==> src/rtl/core_pkg.sv <==
// Shared core definitions: fetch FSM states, IF/ID record and PC helpers.
// Used by the fetch stage and reused by the decode stage.
package core_pkg;

    localparam int               INSTR_W           = 32;
    localparam logic [31:0]      PC_INC            = 32'd4;
    localparam logic [INSTR_W-1:0] NOP_INSTR_DEFAULT = 32'h0000_0000;

    typedef enum logic [1:0] {
        BOOT = 2'd0,
        RUN  = 2'd1,
        HALT = 2'd2
    } fetch_state_t;

    typedef struct packed {
        logic [INSTR_W-1:0] instr;
        logic [31:0]        pc4;
        logic               valid;
    } if_id_t;

    // A byte address is fetchable when it lies below the end of instruction memory.
    function automatic logic pc_in_range(input logic [31:0] pc, input int unsigned imem_words);
        return pc < (imem_words << 2);
    endfunction

endpackage

==> src/rtl/instruction_fetch_pc_reg.sv <==
// Program counter register with next-PC selection: redirect beats advance,
// and redirect targets are forced to word alignment.
module pc_reg
    import core_pkg::*;
#(
    parameter logic [31:0] RESET_PC = 32'h0000_0000
) (
    input  logic        i_clk,
    input  logic        i_reset,
    input  logic        i_load,
    input  logic        i_advance,
    input  logic [31:0] i_target,
    output logic [31:0] o_pc,
    output logic [31:0] o_pc_plus4,
    output logic [31:0] o_target
);

    logic [31:0] r_pc;

    assign o_target   = i_target & ~32'h0000_0003;
    assign o_pc_plus4 = r_pc + PC_INC;
    assign o_pc       = r_pc;

    // NOTE: sequential state is written only with non-blocking assignments.
    always_ff @(posedge i_clk) begin
        if (i_reset) begin
            r_pc <= RESET_PC;
        end else if (i_load) begin
            r_pc <= o_target;
        end else if (i_advance) begin
            r_pc <= o_pc_plus4;
        end
    end

endmodule

==> src/rtl/instruction_fetch.sv <==
// Fetch stage: owns the PC, reads instruction memory combinationally and
// captures the result into the IF/ID register; halts when the PC leaves memory.
module instruction_fetch
    import core_pkg::*;
#(
    parameter logic [31:0]        RESET_PC   = 32'h0000_0000,
    parameter int unsigned        IMEM_WORDS = 20,
    parameter logic [INSTR_W-1:0] NOP_INSTR  = NOP_INSTR_DEFAULT
) (
    input  logic               i_clk,
    input  logic               i_reset,
    output logic [31:0]        o_imem_addr,
    input  logic [INSTR_W-1:0] i_imem_rdata,
    input  logic               i_stall,
    input  logic               i_flush,
    input  logic               i_redirect,
    input  logic [31:0]        i_redirect_pc,
    output logic [INSTR_W-1:0] o_if_id_instr,
    output logic [31:0]        o_if_id_pc4,
    output logic               o_if_id_valid,
    output logic               o_halted,
    output logic [15:0]        o_fetch_count
);

    fetch_state_t r_state;
    if_id_t       r_if_id;
    logic         r_halted;
    logic [15:0]  r_fetch_count;

    logic [31:0] w_pc;
    logic [31:0] w_pc_plus4;
    logic [31:0] w_target;
    logic        w_pc_in_range;
    logic        w_target_in_range;
    logic        w_take_redirect;
    logic        w_advance;
    logic        w_fetch_ok;

    assign w_pc_in_range     = pc_in_range(w_pc, IMEM_WORDS);
    assign w_target_in_range = pc_in_range(w_target, IMEM_WORDS);

    // Once halted, only a redirect that lands back inside memory is honoured.
    assign w_take_redirect = i_redirect && ((r_state != HALT) || w_target_in_range);
    assign w_fetch_ok      = (r_state == RUN) && w_pc_in_range;
    assign w_advance       = w_fetch_ok && !i_stall;

    pc_reg #(
        .RESET_PC (RESET_PC)
    ) u_pc_reg (
        .i_clk      (i_clk),
        .i_reset    (i_reset),
        .i_load     (w_take_redirect),
        .i_advance  (w_advance),
        .i_target   (i_redirect_pc),
        .o_pc       (w_pc),
        .o_pc_plus4 (w_pc_plus4),
        .o_target   (w_target)
    );

    always_ff @(posedge i_clk) begin
        if (i_reset) begin
            r_state       <= BOOT;
            r_halted      <= 1'b0;
            r_if_id.instr <= NOP_INSTR;
            r_if_id.pc4   <= 32'h0000_0000;
            r_if_id.valid <= 1'b0;
            r_fetch_count <= 16'h0000;
        end else begin
            unique case (r_state)
                BOOT: r_state <= RUN;
                RUN: begin
                    if (!i_redirect && !w_pc_in_range) begin
                        r_state  <= HALT;
                        r_halted <= 1'b1;
                    end
                end
                HALT: begin
                    if (w_take_redirect) begin
                        r_state  <= RUN;
                        r_halted <= 1'b0;
                    end
                end
                default: r_state <= BOOT;
            endcase

            // Bubbles keep pc4 so the decode stage always sees a stable value.
            if (i_flush || i_redirect) begin
                r_if_id.instr <= NOP_INSTR;
                r_if_id.valid <= 1'b0;
            end else if (i_stall) begin
                r_if_id <= r_if_id;
            end else if (w_fetch_ok) begin
                r_if_id.instr <= i_imem_rdata;
                r_if_id.pc4   <= w_pc_plus4;
                r_if_id.valid <= 1'b1;
                r_fetch_count <= r_fetch_count + 16'd1;
            end else begin
                r_if_id.instr <= NOP_INSTR;
                r_if_id.valid <= 1'b0;
            end
        end
    end

    assign o_imem_addr   = w_pc;
    assign o_if_id_instr = r_if_id.instr;
    assign o_if_id_pc4   = r_if_id.pc4;
    assign o_if_id_valid = r_if_id.valid;
    assign o_halted      = r_halted;
    assign o_fetch_count = r_fetch_count;

endmodule

==> config.mk <==
export PLATFORM = sky130hd
export DESIGN_NAME = instruction_fetch
export DESIGN_NICKNAME = d
export VERILOG_FILES = /design/src/rtl/core_pkg.sv /design/src/rtl/instruction_fetch_pc_reg.sv /design/src/rtl/instruction_fetch.sv
export SDC_FILE = /design/constraint.sdc
export NUM_CORES = 1
export LEC_CHECK = 0
export CELL_PAD_IN_SITES_DETAIL_PLACEMENT = 0
export CELL_PAD_IN_SITES_GLOBAL_PLACEMENT = 2
export CORE_MARGIN = 10
export CORE_UTILIZATION = 29
export DETAILED_ROUTE_END_ITERATION = 8
export GPL_TIMING_DRIVEN = 0
export MAX_ROUTING_LAYER = met4
export PLACE_DENSITY = 0.95
export SLEW_MARGIN = 10
export SYNTH_ARGS = -nofsm -noshare
export SYNTH_HDL_FRONTEND = slang
export SYNTH_HIERARCHICAL = 1
export SYNTH_SLANG_ARGS = --single-unit
==> constraint.sdc <==
create_clock -name i_clk -period 6 [get_ports i_clk]
set_clock_uncertainty 0.2 [all_clocks]
set_input_delay 0.6 -clock i_clk [delete_from_list [all_inputs] [get_ports i_clk]]
set_output_delay 0.6 -clock i_clk [all_outputs]
set_load 0.05 [all_outputs]
# ---- Yosys cells after proc, flatten, opt, wreduce, memory -nomap -nowiden
# Index checks and enable logic that the tools add are counted.
dict set report classes {
  add_sub_neg 2
  mul 0
  n_div 0
  n_lt_le_gt_ge 2
  eq_ne 5
  shifts 0
  muxes 10
  bitwise 2
  reduce_logical 17
}
# operator count
set ops {}
lappend ops {{$mux 32} 3}
lappend ops {{$lt 32x7->1 const B} 2}
lappend ops {{$add 32x3->32 const B} 1}
lappend ops {{$add 16x1->16 const B} 1}
lappend ops {{$pmux 2 s3} 1}
lappend ops {{$reduce_and 3->1} 2}
lappend ops {{$logic_and 1x1->1} 4}
lappend ops {{$mux 2} 2}
lappend ops {{$ne 2x1->1 const B} 2}
lappend ops {{$reduce_bool 2->1} 2}
lappend ops {{$reduce_or 2->1} 2}
lappend ops {{$logic_not 1->1} 3}
lappend ops {{$mux 1} 3}
lappend ops {{$eq 2x1->1 const B} 1}
lappend ops {{$eq 2x2->1 const B} 1}
lappend ops {{$logic_not 2->1} 1}
lappend ops {{$logic_or 1x1->1} 2}
lappend ops {{$ne 2x2->1 const B} 1}
lappend ops {{$not 1->1} 2}
lappend ops {{$pmux 1 s2} 1}
lappend ops {{$reduce_and 2->1} 1}
dict set report totals {
  reg_bits 116
  latchBits 0
  ram_bits 0
  rom_bits 0
  input_bits 69
  memories 0
}

# ---- Logic depth before layout (Yosys ltp)
# Gate-level depths: netlist of the first run.
dict set report depth {
  ltp_word 5
  depth_mapped 11
  ltp_nobuf 8
}

# ---- Hierarchy
# Netlist of the first run, hierarchy kept.
# module instances cells_each area_per_inst_um2 seq_area_each_um2
set modules_own_cells {}
lappend modules_own_cells {instruction_fetch 1 350 3115.5 1681.6}
lappend modules_own_cells {pc_reg 1 347 2657.5 600.6}

# ---- Worst setup path before layout of the first run
# Ideal clock, no wire load.
dict set report synth_path {
  kind {register to register}
  start {register u_pc_reg.r_pc[28] (netlist: u_pc_reg/o_pc[28])}
  end {register u_pc_reg.r_pc[21] (netlist: u_pc_reg/o_pc[21])}
  setup_time_ps 86
  t_arrival_ps 2563
  required_time_ps 5714
  slack_ps 3150
  stages_incl_launch_ff 9
  path_buffers 0
  cell_sequence {dfxtp_1 nor4_1 and4_1 nand3_1 inv_1 nand3_1 or4_4 o31a_1 a221oi_2}
}
dict set report synth_between {
  elab_chain_cells 4
}
# element line_no
set synth_lines {}
lappend synth_lines {{start, declared} instruction_fetch_pc_reg.sv:18} ;# logic [31:0] r_pc;
lappend synth_lines {{start signal, assigned} instruction_fetch_pc_reg.sv:29} ;# r_pc <= o_target;
lappend synth_lines {{start signal, assigned} instruction_fetch_pc_reg.sv:31} ;# r_pc <= o_pc_plus4;
lappend synth_lines {{$lt 32x7->1} core_pkg.sv:23} ;# return pc < (imem_words << 2);
lappend synth_lines {{$logic_and 1x1->1} instruction_fetch.sv:44} ;# assign w_fetch_ok = (r_state == RUN) && w_pc_in_range;
lappend synth_lines {{$logic_and 1x1->1} instruction_fetch.sv:45} ;# assign w_advance = w_fetch_ok && !i_stall;
lappend synth_lines {{via w_advance} instruction_fetch.sv:36} ;# logic w_advance;
lappend synth_lines {{$reduce_bool 2->1 (no line)} -}
# The timed path passes the listed nets, and every way through them passes these cells.
# A chain may end at the register's enable or synchronous reset.

# ---- Worst setup path after layout of the first run
dict set report layout_path {
  start {input i_redirect_pc[24]}
  end {register u_pc_reg.r_pc[9] (netlist: u_pc_reg/o_pc[9])}
}
dict set report layout_between {
  elab_chain_cells 4
  elab_cells_between_ends 5
  classes_between {order compare: 1; mux: 1; reduce/logical: 3}
}
# element line_no
set layout_lines {}
lappend layout_lines {{start, declared} instruction_fetch.sv:17} ;# input logic [31:0] i_redirect_pc,
lappend layout_lines {{$lt 32x7->1 (*)} core_pkg.sv:23}
lappend layout_lines {{$logic_or 1x1->1 (*)} instruction_fetch.sv:43} ;# assign w_take_redirect = i_redirect && ((r_state != HALT) || w_target_in_range);
lappend layout_lines {{$logic_and 1x1->1 (*)} instruction_fetch.sv:43}
lappend layout_lines {{via w_take_redirect} instruction_fetch.sv:35} ;# logic w_take_redirect;
lappend layout_lines {{$mux 32 / $reduce_bool 2->1 (equally long branches)} -}
# Mark *: on every way through the listed nets, which the timed path passes. The rest lies on a longest branch.

==> out/summary.json, run 1 <==
{
  "sta": {
    "final_max_slew_viol_count": 0,
    "finalSetupTns_ps": 0,
    "unrepaired_setup_endpoints_after_global_routing": "false",
    "slew_headroom_pct": 35.9,
    "layout_worst_path_cycle_share_pct": 62.5,
    "worstMarginPinSlew_ps": 952,
    "final-setup-viol-count": 0,
    "finalHoldViolations": 0,
    "fmaxAchievable_mhz": 267,
    "post-route-min-period_ps": 3750,
    "whs_ps": 249,
    "setup_slack_ps": 2250
  },
  "power_and_ir_drop": {
    "vdd_drop_max_mv": 0.175,
    "power.total_mw": 2.12,
    "p_leak_nw": 2.92,
    "powerDensity_mw_per_mm2": 250
  },
  "worst_setup_path": {
    "cp-end-kind": "flop",
    "startpoint_type": "input pin",
    "critical_path_peak_fanout": 10,
    "timing.setup.critical_path_class": "input pin to flop",
    "worst-endpoint-required_ps": 6130,
    "worst_ep_arrival_time_ps": 3890
  },
  "synth": {
    "yosys_warnings": 6,
    "syn_area_per_cell_sq_um": 8.29,
    "post_synth_instance_area_sq_mm": 0.00574,
    "synthesis.instances": 693
  },
  "global_route": {
    "first_global_vias": 5651,
    "grt_pass1_wl_mm": 33.2,
    "grt_start_max_net_pins": 17,
    "grt_util_all_layers_pct": 16.7,
    "grt-ovfl-total": 0,
    "grt_antenna_before_repair": 0
  },
  "outcome": {
    "status": "complete, no violations"
  },
  "placed_design": {
    "detailed_place.area_sq_mm": 0.00786,
    "detailed_place_hpwl_mm": 16.6,
    "port-buffer-count": 177,
    "final_estimated_routing_congestion_in_global_placement": 0.919,
    "pre_cts_ws_ps": 1910
  },
  "drt": {
    "avgViaCountPerCell": 4.94,
    "drt_pass1_iterations": 5,
    "first_iteration_detailed_routing_drc_count": 458,
    "routedWlPerCell_um": 18.4,
    "route.vias.total": 5783,
    "detail_route.wirelength_mm": 21.5,
    "drt_drc_violations_left": 0,
    "number_of_nets_with_antenna_violations_after_detailed_routing": 0
  },
  "floorplanning": {
    "effective_utilization_at_floorplan_pct": 29.5,
    "floorplan.die.height_um": 161,
    "io_pins": 183,
    "die_footprint_sq_mm": 0.0258,
    "core_area_sq_mm": 0.0195,
    "die-width_um": 161,
    "rows": 51
  },
  "clock_network": {
    "cts-hold-fix-buffers": 0,
    "cts_htree_levels": 4,
    "clock_tree_root": "sky130_fd_sc_hd__clkbuf_16",
    "post_cts.resized_instances": 0,
    "tritoncts.num_buffers": 17,
    "cts_num_sinks": 114,
    "worstSkewPairLatency_ps": 420,
    "tritoncts_clock_tree": "done",
    "cts_setup_buffers": 0,
    "clock_tree.buffer_depth": 2,
    "clkSlewWorstSetupHoldPaths_ps": 60
  },
  "worst_hold_path": {
    "hold_path_class": "flop to flop"
  },
  "layout": {
    "antenna_cells": 0,
    "finalInstanceArea_sq_mm": 0.00846,
    "fill_cells": 2005,
    "flow.area_growth_from_synthesis_pct": 47.2,
    "layout.nets": 963,
    "final_layout_size_suffix_gt1_share_pct": 10.4
  },
  "run": {
    "cap_viol_max_count": 0
  }
}
## placed cells by master (no fill, tap or decap), types with 3 or more instances in the layout
master / instances
sky130_fd_sc_hd__clkdlybuf4s50_1: 177
sky130_fd_sc_hd__dfxtp_1: 114
sky130_fd_sc_hd__nand2_1: 97
sky130_fd_sc_hd__a21oi_1: 56
sky130_fd_sc_hd__nor2_1: 38
sky130_fd_sc_hd__clkbuf_1: 36
sky130_fd_sc_hd__buf_4: 34
sky130_fd_sc_hd__a22o_1: 32
sky130_fd_sc_hd__nand3_1: 28
sky130_fd_sc_hd__xnor2_1: 24
sky130_fd_sc_hd__nand4_1: 22
sky130_fd_sc_hd__nor4_1: 20
sky130_fd_sc_hd__inv_1: 20
sky130_fd_sc_hd__xor2_1: 18
sky130_fd_sc_hd__o21ai_0: 17
sky130_fd_sc_hd__clkbuf_16: 17
sky130_fd_sc_hd__a211oi_1: 16
sky130_fd_sc_hd__or3_1: 15
sky130_fd_sc_hd__nor3_1: 13
sky130_fd_sc_hd__and4_1: 11
sky130_fd_sc_hd__and3_1: 9
sky130_fd_sc_hd__buf_2: 9
sky130_fd_sc_hd__a2111oi_0: 6
sky130_fd_sc_hd__nor4_2: 4
sky130_fd_sc_hd__clkinv_4: 4
sky130_fd_sc_hd__inv_6: 4
sky130_fd_sc_hd__a311oi_1: 4
sky130_fd_sc_hd__conb_1: 4
sky130_fd_sc_hd__nand2b_1: 3
sky130_fd_sc_hd__nor3b_1: 3
sky130_fd_sc_hd__nor4b_1: 3
sky130_fd_sc_hd__buf_1: 3
## flip-flops by register name, indices dropped and copies added (netlist names)
| name | count |
|---|---|
| o_fetch_count | 16 |
| o_halted | 1 |
| o_if_id_instr | 32 |
| o_if_id_pc4 | 32 |
| o_if_id_valid | 1 |
| r_state | 2 |
| u_pc_reg/o_pc | 30 |
## per-stage QoR
| stage | instances | util (%) |
|---|---|---|
| 3_5_place_dp | 1138 | 40.4 |
| 6_report | 1170 | 43.4 |
| 3_3_place_gp | 1138 | 40.4 |
| 5_1_grt | 1170 | 43.4 |
| 2_1_floorplan | 696 | - |
| 4_1_cts | 1170 | 43.4 |
## layer usage
metal  track usage, %  vias up  wire [um]
met2             25.4      199      10000
met4             5.54        0        370
li1                 -     2864          -
met1             21.6     2697      10000
met5                -        -          0
met3             3.63       23       1090
## worst max-delay path, cell delays in order
cell and delay (ps):
sky130_fd_sc_hd__clkdlybuf4s50_1 440, sky130_fd_sc_hd__buf_4 140, sky130_fd_sc_hd__nor4_1 540, sky130_fd_sc_hd__nand4_1 160, sky130_fd_sc_hd__o31ai_1 190, sky130_fd_sc_hd__and2_1 140
sky130_fd_sc_hd__clkbuf_1 410, sky130_fd_sc_hd__inv_1 300, sky130_fd_sc_hd__buf_1 340, sky130_fd_sc_hd__buf_1 330, sky130_fd_sc_hd__a211oi_1 270
## power breakdown
part | internal [mW] | total (mW) | switching [mW]
Clock | 0.623 | 1.03 | 0.408
Combinational | 0.118 | 0.282 | 0.164
Sequential | 0.775 | 0.804 | 0.0297
Total | 1.52 | 2.12 | 0.601
## final cells by class
type	instances	area [sq um]	area share (%)
buffer	82	447	5.28
multi-input combinational	480	2950	34.9
sequential	114	2280	27.0
clock buffer	17	425	5.03
timing repair buffer	177	1770	21.0
inverter	20	75.1	0.888
tap	265	332	3.92
clock inverter	15	173	2.04
## worst paths after layout
check                    start                 to  slack, ps  depth (start not counted)
min reg2reg     o_if_id_pc4[3]     o_if_id_pc4[3]        250                          2
min             o_if_id_pc4[3]     o_if_id_pc4[3]        250                          2
max reg2reg  u_pc_reg/o_pc[25]  u_pc_reg/o_pc[11]       2270                          9
max          i_redirect_pc[24]   u_pc_reg/o_pc[9]       2250                         11
Power figures use the tool's default switching activity.
==> inputs of run 2 (changes only) <==
--- a/config.mk
+++ b/config.mk
@@ -8,11 +8,11 @@
 export CELL_PAD_IN_SITES_DETAIL_PLACEMENT = 0
 export CELL_PAD_IN_SITES_GLOBAL_PLACEMENT = 2
 export CORE_MARGIN = 10
-export CORE_UTILIZATION = 29
+export CORE_UTILIZATION = 24
 export DETAILED_ROUTE_END_ITERATION = 8
 export GPL_TIMING_DRIVEN = 0
 export MAX_ROUTING_LAYER = met4
-export PLACE_DENSITY = 0.95
+export PLACE_DENSITY = 0.87
 export SLEW_MARGIN = 10
 export SYNTH_ARGS = -nofsm -noshare
 export SYNTH_HDL_FRONTEND = slang
==> constraint.sdc (replaced) <==
create_clock -name i_clk -period 3.35 [get_ports i_clk]
set_clock_uncertainty 0.2 [all_clocks]
set_input_delay 0.335 -clock i_clk [delete_from_list [all_inputs] [get_ports i_clk]]
set_output_delay 0.335 -clock i_clk [all_outputs]
set_load 0.05 [all_outputs]
==> out/summary.json, run 2 (synthesized netlist as in run 1, its figures left out) <==
{
  "sta": {
    "final_max_slew_viol_count": {"value": 0, "change": "unchanged"},
    "slew_headroom": {"value": 30.1, "unit": "%", "change": "was 35.9%"},
    "setup_slack": {"value": 231, "unit": "ps", "change": "was 2250 ps"},
    "worstMarginPinSlew": {"value": 1030, "unit": "ps", "change": "was 952 ps"},
    "fmaxAchievable_mhz": 321,
    "post-route-min-period_ps": 3120,
    "unrepaired_setup_endpoints_after_global_routing": {"value": "false", "change": "unchanged"},
    "finalHoldViolations": {"value": 0, "change": "unchanged"},
    "final-setup-viol-count": {"value": 0, "change": "unchanged"},
    "whs": {"value": 120, "unit": "ps", "change": "was 249 ps"},
    "layout_worst_path_cycle_share_pct": 93.1
  },
  "power_and_ir_drop": {
    "power.share.clock": {"value": 47.1, "unit": "%", "change": "was 48.7%"},
    "power_frac_comb": {"value": 13.7, "unit": "%", "change": "was 13.3%"},
    "vdd_drop_max": {"value": 0.284, "unit": "mV", "change": "was 0.175 mV"},
    "p_leak": {"value": 2.93, "unit": "nW", "change": "was 2.92 nW"},
    "power.switching": {"value": 1.06, "unit": "mW", "change": "was 0.601 mW"},
    "internal-power": {"value": 2.63, "unit": "mW", "change": "was 1.52 mW"},
    "switching_share": {"value": 28.8, "unit": "%", "change": "was 28.4%"},
    "powerDensity": {"value": 432, "unit": "mW/mm^2", "change": "was 250 mW/mm^2"},
    "share_seq_of_total_power": {"value": 39.2, "unit": "%", "change": "was 38.0%"}
  },
  "placed_design": {
    "pre_cts_ws": {"value": -637, "unit": "ps", "change": "was 1910 ps"},
    "detailed_place_hpwl": {"value": 17.7, "unit": "mm", "change": "was 16.6 mm"},
    "final_estimated_routing_congestion_in_global_placement": {"value": 0.889, "change": "was 0.919"},
    "detailed_place.area": {"value": 0.00793, "unit": "sq mm", "change": "was 0.00786 sq mm"},
    "port-buffer-count": {"value": 177, "change": "unchanged"},
    "dp.cells": {"value": 1192, "change": "was 1138"}
  },
  "worst_setup_path": {
    "cp-end-kind": {"value": "flop", "change": "unchanged"},
    "critical_path_peak_fanout": {"value": 10, "change": "unchanged"},
    "startpoint_type": {"value": "flop", "change": "was input pin"},
    "worst-endpoint-required": {"value": 3490, "unit": "ps", "change": "was 6130 ps"},
    "worst_ep_arrival_time": {"value": 3250, "unit": "ps", "change": "was 3890 ps"},
    "timing.setup.critical_path_class": {"value": "flop to flop", "change": "was input pin to flop"}
  },
  "clock_network": {
    "cts-hold-fix-buffers": {"value": 0, "change": "unchanged"},
    "worstSkewPairLatency": {"value": 420, "unit": "ps", "change": "about the same"},
    "tritoncts_clock_tree": {"value": "done", "change": "unchanged"},
    "cts_num_sinks": {"value": 114, "change": "unchanged"},
    "cts_htree_levels": {"value": 4, "change": "unchanged"},
    "clock_tree_root": {"value": "sky130_fd_sc_hd__clkbuf_16", "change": "unchanged"},
    "clock_tree.buffer_depth": {"value": 2, "change": "unchanged"},
    "clkSlewWorstSetupHoldPaths": {"value": 60, "unit": "ps", "change": "about the same"},
    "tritoncts.num_buffers": {"value": 17, "change": "unchanged"}
  },
  "layout": {
    "layout_common_cells": {"value": "sky130_fd_sc_hd__clkdlybuf4s50_1 (177), sky130_fd_sc_hd__dfxtp_1 (114), sky130_fd_sc_hd__nand2_1 (97), sky130_fd_sc_hd__a21oi_1 (56), sky130_fd_sc_hd__nor2_1 (38)", "change": "unchanged"},
    "final_layout_size_suffix_gt1_share": {"value": 11.7, "unit": "%", "change": "was 10.4%"},
    "antenna_cells": {"value": 0, "change": "unchanged"},
    "layoutNonFillerInstCount": {"value": 1225, "change": "was 1170"},
    "layout.nets": {"value": 964, "change": "was 963"},
    "finalInstanceArea": {"value": 0.00855, "unit": "sq mm", "change": "was 0.00846 sq mm"},
    "flow.area_growth_from_synthesis": {"value": 48.8, "unit": "%", "change": "was 47.2%"},
    "mostFrequentLayoutCell": {"value": "sky130_fd_sc_hd__clkdlybuf4s50_1", "change": "unchanged"}
  },
  "drt": {
    "drt_drc_violations_left": {"value": 0, "change": "unchanged"},
    "routedWlPerCell": {"value": 18.6, "unit": "um", "change": "was 18.4 um"},
    "avgViaCountPerCell": {"value": 4.73, "change": "was 4.94"},
    "drt_pass1_iterations": {"value": 5, "change": "unchanged"},
    "number_of_nets_with_antenna_violations_after_detailed_routing": {"value": 0, "change": "unchanged"},
    "first_iteration_detailed_routing_drc_count": {"value": 374, "change": "was 458"},
    "detail_route.wirelength": {"value": 22.8, "unit": "mm", "change": "was 21.5 mm"},
    "route.vias.total": {"value": 5795, "change": "was 5783"}
  },
  "floorplanning": {
    "effective_utilization_at_floorplan": {"value": 24.4, "unit": "%", "change": "was 29.5%"},
    "die_footprint": {"value": 0.0305, "unit": "sq mm", "change": "was 0.0258 sq mm"},
    "die-width": {"value": 175, "unit": "um", "change": "was 161 um"},
    "rows": {"value": 56, "change": "was 51"},
    "io_pins": {"value": 183, "change": "unchanged"},
    "floorplan.die.height": {"value": 175, "unit": "um", "change": "was 161 um"},
    "core_area": {"value": 0.0235, "unit": "sq mm", "change": "was 0.0195 sq mm"}
  },
  "global_route": {
    "grt_pass1_wl": {"value": 34.5, "unit": "mm", "change": "was 33.2 mm"},
    "grt_antenna_before_repair": {"value": 0, "change": "unchanged"},
    "grt_util_all_layers": {"value": 14.9, "unit": "%", "change": "was 16.7%"},
    "grt_start_max_net_pins": {"value": 17, "change": "unchanged"},
    "grt-ovfl-total": {"value": 0, "change": "unchanged"},
    "first_global_vias": {"value": 5721, "change": "was 5651"}
  },
  "outcome": {
    "status": {"value": "complete, no violations", "change": "unchanged"}
  },
  "worst_hold_path": {
    "hold_path_class": {"value": "input pin to flop", "change": "was flop to flop"}
  },
  "run": {
    "cap_viol_max_count": {"value": 0, "change": "unchanged"}
  }
}
## run 2: per-layer routing
metal | global-route usage, % | vias up | share of wire (%)
li1 | - | 2869 | -
met1 | 18.5 | 2738 | 45
met2 | 24.2 | 168 | 49
met3 | 3.15 | 20 | 4.8
met4 | 3.71 | 0 | 1.2
met5 | - | - | 0
## run 2: layout make-up
cell class | instances | area (sq um)
repair buffers | 179 | 1790
clock buffers | 17 | 425
multi-input cells | 480 | 3000
well taps | 319 | 399
plain buffers | 81 | 445
fillers | 2504 | 15000
clock inverters | 15 | 135
flip-flops and latches | 114 | 2280
inverters | 20 | 75.1
## run 2: critical path, stage by stage (launching register included)
cell	delay, ps
sky130_fd_sc_hd__dfxtp_1	430
sky130_fd_sc_hd__nor4_4	390
sky130_fd_sc_hd__and4_1	340
sky130_fd_sc_hd__nand3_1	180
sky130_fd_sc_hd__inv_2	190
sky130_fd_sc_hd__buf_2	320
sky130_fd_sc_hd__inv_1	180
sky130_fd_sc_hd__nor4_1	440
sky130_fd_sc_hd__xnor2_1	140
sky130_fd_sc_hd__a211oi_1	220
## run 2: what timing repair did
action | CTS | global route
setup endpoints to repair | 17 | 21
pin swaps | 1 | 0
gates resized for setup | 3 | 11
buffers inserted | 2 | 0
## run 2: stage by stage
stage | setup TNS (ps) | utilization [%] | power [mW]
6_report | 0 | 36.3 | 3.69
4_1_cts | 0 | 36.2 | 3.73
5_1_grt | 0 | 36.3 | 3.83
3_5_place_dp | -13550 | 33.7 | 1.97
2_1_floorplan | 0 | - | 1.75
3_3_place_gp | -14720 | 33.7 | 1.97
## run 2: path summary, 6_finish.rpt
kind / from / end / slack (ps) / cells after the start
setup / recovery: u_pc_reg/o_pc[18] / u_pc_reg/o_pc[11] / 230 / 9
hold / removal: i_reset / r_state[0] / 120 / 2
setup reg to reg: u_pc_reg/o_pc[18] / u_pc_reg/o_pc[11] / 230 / 9
hold reg to reg: o_if_id_pc4[6] / o_if_id_pc4[6] / 250 / 2
## run 2: power by group through the flow
stage | sequential (mW) | clock [mW] | combinational (mW)
detailed placement | 1.47 | 0 | 0.500
finish | 1.44 | 1.74 | 0.506
global route | 1.45 | 1.84 | 0.539
floorplan | 1.55 | 0 | 0.193
global placement | 1.47 | 0 | 0.500
CTS | 1.44 | 1.78 | 0.503
==> inputs of run 3 (changes only) <==
--- a/config.mk
+++ b/config.mk
@@ -7,7 +7,7 @@
 export LEC_CHECK = 0
 export CELL_PAD_IN_SITES_DETAIL_PLACEMENT = 0
 export CELL_PAD_IN_SITES_GLOBAL_PLACEMENT = 2
-export CORE_MARGIN = 10
+export CORE_MARGIN = 5
 export CORE_UTILIZATION = 24
 export DETAILED_ROUTE_END_ITERATION = 8
 export GPL_TIMING_DRIVEN = 0
==> out/summary.json, run 3 (synthesized netlist as in run 1, its figures left out) <==
{
  "sta": {
    "finalHoldViolations": {"value": 0, "change": "unchanged"},
    "slew_headroom": {"value": 32.0, "unit": "%", "change": "was 30.1%"},
    "unrepaired_setup_endpoints_after_global_routing": {"value": "false", "change": "unchanged"},
    "worstMarginPinSlew": {"value": 1010, "unit": "ps", "change": "was 1030 ps"},
    "finalSetupTns": {"value": 0, "unit": "ps", "change": "unchanged"},
    "post-route-min-period": {"value": 3170, "unit": "ps", "change": "was 3120 ps"},
    "final_max_slew_viol_count": {"value": 0, "change": "unchanged"},
    "layout_worst_path_cycle_share": {"value": 94.6, "unit": "%", "change": "was 93.1%"},
    "fmaxAchievable": {"value": 315, "unit": "MHz", "change": "was 321 MHz"},
    "final-setup-viol-count": {"value": 0, "change": "unchanged"}
  },
  "worst_setup_path": {
    "critical-path-max-stage-delay": {"value": 560, "unit": "ps", "change": "was 440 ps"},
    "critical_path_buf_inv_count": {"value": 1, "change": "was 3"},
    "timing.rr.start": {"value": "u_pc_reg/o_pc[28]", "change": "was u_pc_reg/o_pc[18]"},
    "timing.setup.critical_path_class": {"value": "flop to flop", "change": "unchanged"},
    "worstPathCellList": {"value": "nor4_1 -> and4_1 -> nand3_1 -> inv_2 -> nand3_1 -> or4_4 -> o31a_1 -> a221oi_2", "change": "was nor4_4 -> and4_1 -> nand3_1 -> inv_2 -> buf_2 -> inv_1 -> nor4_1 -> xnor2_1 -> a211oi_1"},
    "worst_ep_arrival_time": {"value": 3310, "unit": "ps", "change": "was 3250 ps"},
    "timing.critical_path.mode_cell": "sky130_fd_sc_hd__nand3_1",
    "regToRegEndpoint": {"value": "u_pc_reg/o_pc[21]", "change": "was u_pc_reg/o_pc[11]"},
    "cp-end-kind": {"value": "flop", "change": "unchanged"},
    "worst_setup_path_endpoint": {"value": "u_pc_reg/o_pc[21]", "change": "was u_pc_reg/o_pc[11]"},
    "reg2reg_depth": {"value": 8, "change": "was 9"},
    "critical_path_peak_fanout": {"value": 8, "change": "was 10"},
    "crit_slowest_cell": {"value": "sky130_fd_sc_hd__or4_4", "change": "was sky130_fd_sc_hd__nor4_1"},
    "timing.critical_path.depth": {"value": 8, "change": "was 9"},
    "startpoint_type": {"value": "flop", "change": "unchanged"},
    "worst_setup_sp": {"value": "u_pc_reg/o_pc[28]", "change": "was u_pc_reg/o_pc[18]"},
    "r2r_setup_slack": {"value": 180, "unit": "ps", "change": "was 230 ps"},
    "worst-endpoint-required": {"value": 3490, "unit": "ps", "change": "about the same"},
    "critical-path-top-delay-family": {"value": "simple AND/OR/NAND/NOR gates", "change": "unchanged"}
  },
  "power_and_ir_drop": {
    "power_frac_comb": {"value": 14.1, "unit": "%", "change": "was 13.7%"},
    "vdd_drop_max": {"value": 0.184, "unit": "mV", "change": "was 0.284 mV"},
    "switching_share": {"value": 29.3, "unit": "%", "change": "was 28.8%"},
    "p_leak": {"value": 2.91, "unit": "nW", "change": "was 2.93 nW"},
    "power.share.clock": {"value": 45.7, "unit": "%", "change": "was 47.1%"},
    "powerDensity": {"value": 423, "unit": "mW/mm^2", "change": "was 432 mW/mm^2"},
    "share_seq_of_total_power": {"value": 40.2, "unit": "%", "change": "was 39.2%"},
    "power.switching": {"value": 1.06, "unit": "mW", "change": "about the same"},
    "internal-power": {"value": 2.55, "unit": "mW", "change": "was 2.63 mW"}
  },
  "floorplanning": {
    "core_area": {"value": 0.0235, "unit": "sq mm", "change": "unchanged"},
    "die_footprint": {"value": 0.0271, "unit": "sq mm", "change": "was 0.0305 sq mm"},
    "effective_utilization_at_floorplan": {"value": 24.4, "unit": "%", "change": "unchanged"},
    "rows": {"value": 56, "change": "unchanged"},
    "io_pins": {"value": 183, "change": "unchanged"},
    "die-width": {"value": 165, "unit": "um", "change": "was 175 um"},
    "floorplan.die.height": {"value": 165, "unit": "um", "change": "was 175 um"}
  },
  "global_route": {
    "grt_antenna_before_repair": {"value": 0, "change": "unchanged"},
    "gr-usage-met2": {"value": 25.7, "unit": "%", "change": "was 24.2%"},
    "grt_util_all_layers": {"value": 16.4, "unit": "%", "change": "was 14.9%"},
    "first_global_vias": {"value": 5844, "change": "was 5721"},
    "top_usage_layer": {"value": "met2", "change": "unchanged"},
    "global_route.usage.met1": {"value": 20.6, "unit": "%", "change": "was 18.5%"},
    "grt_pass1_wl": {"value": 33.4, "unit": "mm", "change": "was 34.5 mm"},
    "global_route.usage.met3": {"value": 4.27, "unit": "%", "change": "was 3.15%"},
    "grt-ovfl-total": {"value": 0, "change": "unchanged"},
    "grt_start_max_net_pins": {"value": 17, "change": "unchanged"}
  },
  "drt": {
    "drt_drc_violations_left": {"value": 0, "change": "unchanged"},
    "route.vias.total": {"value": 5827, "change": "was 5795"},
    "detail_route.wirelength": {"value": 21.8, "unit": "mm", "change": "was 22.8 mm"},
    "number_of_nets_with_antenna_violations_after_detailed_routing": {"value": 0, "change": "unchanged"},
    "drt_pass1_iterations": {"value": 5, "change": "unchanged"},
    "routedWlPerCell": {"value": 17.8, "unit": "um", "change": "was 18.6 um"},
    "avgViaCountPerCell": {"value": 4.76, "change": "was 4.73"},
    "first_iteration_detailed_routing_drc_count": {"value": 389, "change": "was 374"}
  },
  "layout": {
    "flow.area_growth_from_synthesis": {"value": 48.5, "unit": "%", "change": "was 48.8%"},
    "layout_common_cells": {"value": "sky130_fd_sc_hd__clkdlybuf4s50_1 (177), sky130_fd_sc_hd__dfxtp_1 (114), sky130_fd_sc_hd__nand2_1 (97), sky130_fd_sc_hd__a21oi_1 (56), sky130_fd_sc_hd__nor2_1 (38)", "change": "unchanged"},
    "final_layout_size_suffix_gt1_share": {"value": 11.4, "unit": "%", "change": "was 11.7%"},
    "antenna_cells": {"value": 0, "change": "unchanged"},
    "mostFrequentLayoutCell": {"value": "sky130_fd_sc_hd__clkdlybuf4s50_1", "change": "unchanged"},
    "layout.nets": {"value": 964, "change": "unchanged"},
    "core_util_final": {"value": 36.2, "unit": "%", "change": "was 36.3%"}
  },
  "worst_hold_path": {
    "hold_path_class": {"value": "input pin to flop", "change": "unchanged"},
    "timing.hold.worst_path_depth": {"value": 2, "change": "unchanged"}
  },
  "clock_network": {
    "worstSkewPairLatency": {"value": 420, "unit": "ps", "change": "about the same"},
    "cts-hold-fix-buffers": {"value": 0, "change": "unchanged"},
    "clock_tree.buffer_depth": {"value": 2, "change": "unchanged"},
    "cts_htree_levels": {"value": 4, "change": "unchanged"},
    "cts_num_sinks": {"value": 114, "change": "unchanged"},
    "tritoncts_clock_tree": {"value": "done", "change": "unchanged"},
    "clkSlewWorstSetupHoldPaths": {"value": 60, "unit": "ps", "change": "about the same"},
    "tritoncts.num_buffers": {"value": 17, "change": "unchanged"},
    "clock_tree_root": {"value": "sky130_fd_sc_hd__clkbuf_16", "change": "unchanged"}
  },
  "placed_design": {
    "detailed_place_hpwl": {"value": 16.7, "unit": "mm", "change": "was 17.7 mm"},
    "port-buffer-count": {"value": 177, "change": "unchanged"},
    "final_estimated_routing_congestion_in_global_placement": {"value": 0.894, "change": "was 0.889"}
  },
  "outcome": {
    "status": {"value": "complete, no violations", "change": "unchanged"}
  },
  "run": {
    "cap_viol_max_count": {"value": 0, "change": "unchanged"}
  }
}
-- run 3: layout make-up --
type                            instances  area, sq um
Buffer                                 81          444
Clock buffer                           17          425
Clock inverter                         15          111
Fill cell                            2487        15000
Inverter                               20         75.1
Multi-Input combinational cell        480         3000
Sequential cell                       114         2280
Tap cell                              319          399
Timing Repair Buffer                  179         1790
-- run 3: worst min path at each step --
stage	slack, ps	start	end
floorplan	220	i_redirect	o_if_id_valid
global placement	240	o_if_id_pc4[22]	o_if_id_pc4[22]
detailed placement	240	o_if_id_pc4[31]	o_if_id_pc4[31]
CTS	110	i_reset	r_state[0]
global route	170	i_reset	r_state[0]
finish	130	i_reset	r_state[0]
-- run 3: what timing repair did --
action / CTS / global route
endpoints found under the hold margin: 0 / 0
endpoints found under the setup margin: 24 / 18
gates resized for setup: 4 / 7
pin swaps: 1 / 0
buffers inserted: 2 / 0
-- run 3: routing by layer --
layer  wire, um  vias up
li1           -     2873
met4        658        0
met1       9740     2692
met3       1330       47
met2      10000      215
met5          0        -
-- run 3: stage by stage --
step                setup slack (ps)  hold slack, ps  cells  power [mW]  area, sq um
floorplan                        500             224    696        1.75         5750
global placement                -694             241   1192        1.97         7930
detailed placement              -748             244   1192        1.97         7930
CTS                             49.0             111   1225        3.64         8490
global route                    28.6             174   1225        3.74         8530
finish                           180             126   1225        3.60         8530
-- run 3: power by group through the flow --
stage	Sequential (mW)	Combinational [mW]	Clock (mW)
after floorplan	1.55	0.193	0
after global placement	1.47	0.498	0
after detailed placement	1.47	0.500	0
after CTS	1.44	0.503	1.69
after global routing	1.45	0.539	1.75
final	1.45	0.508	1.65
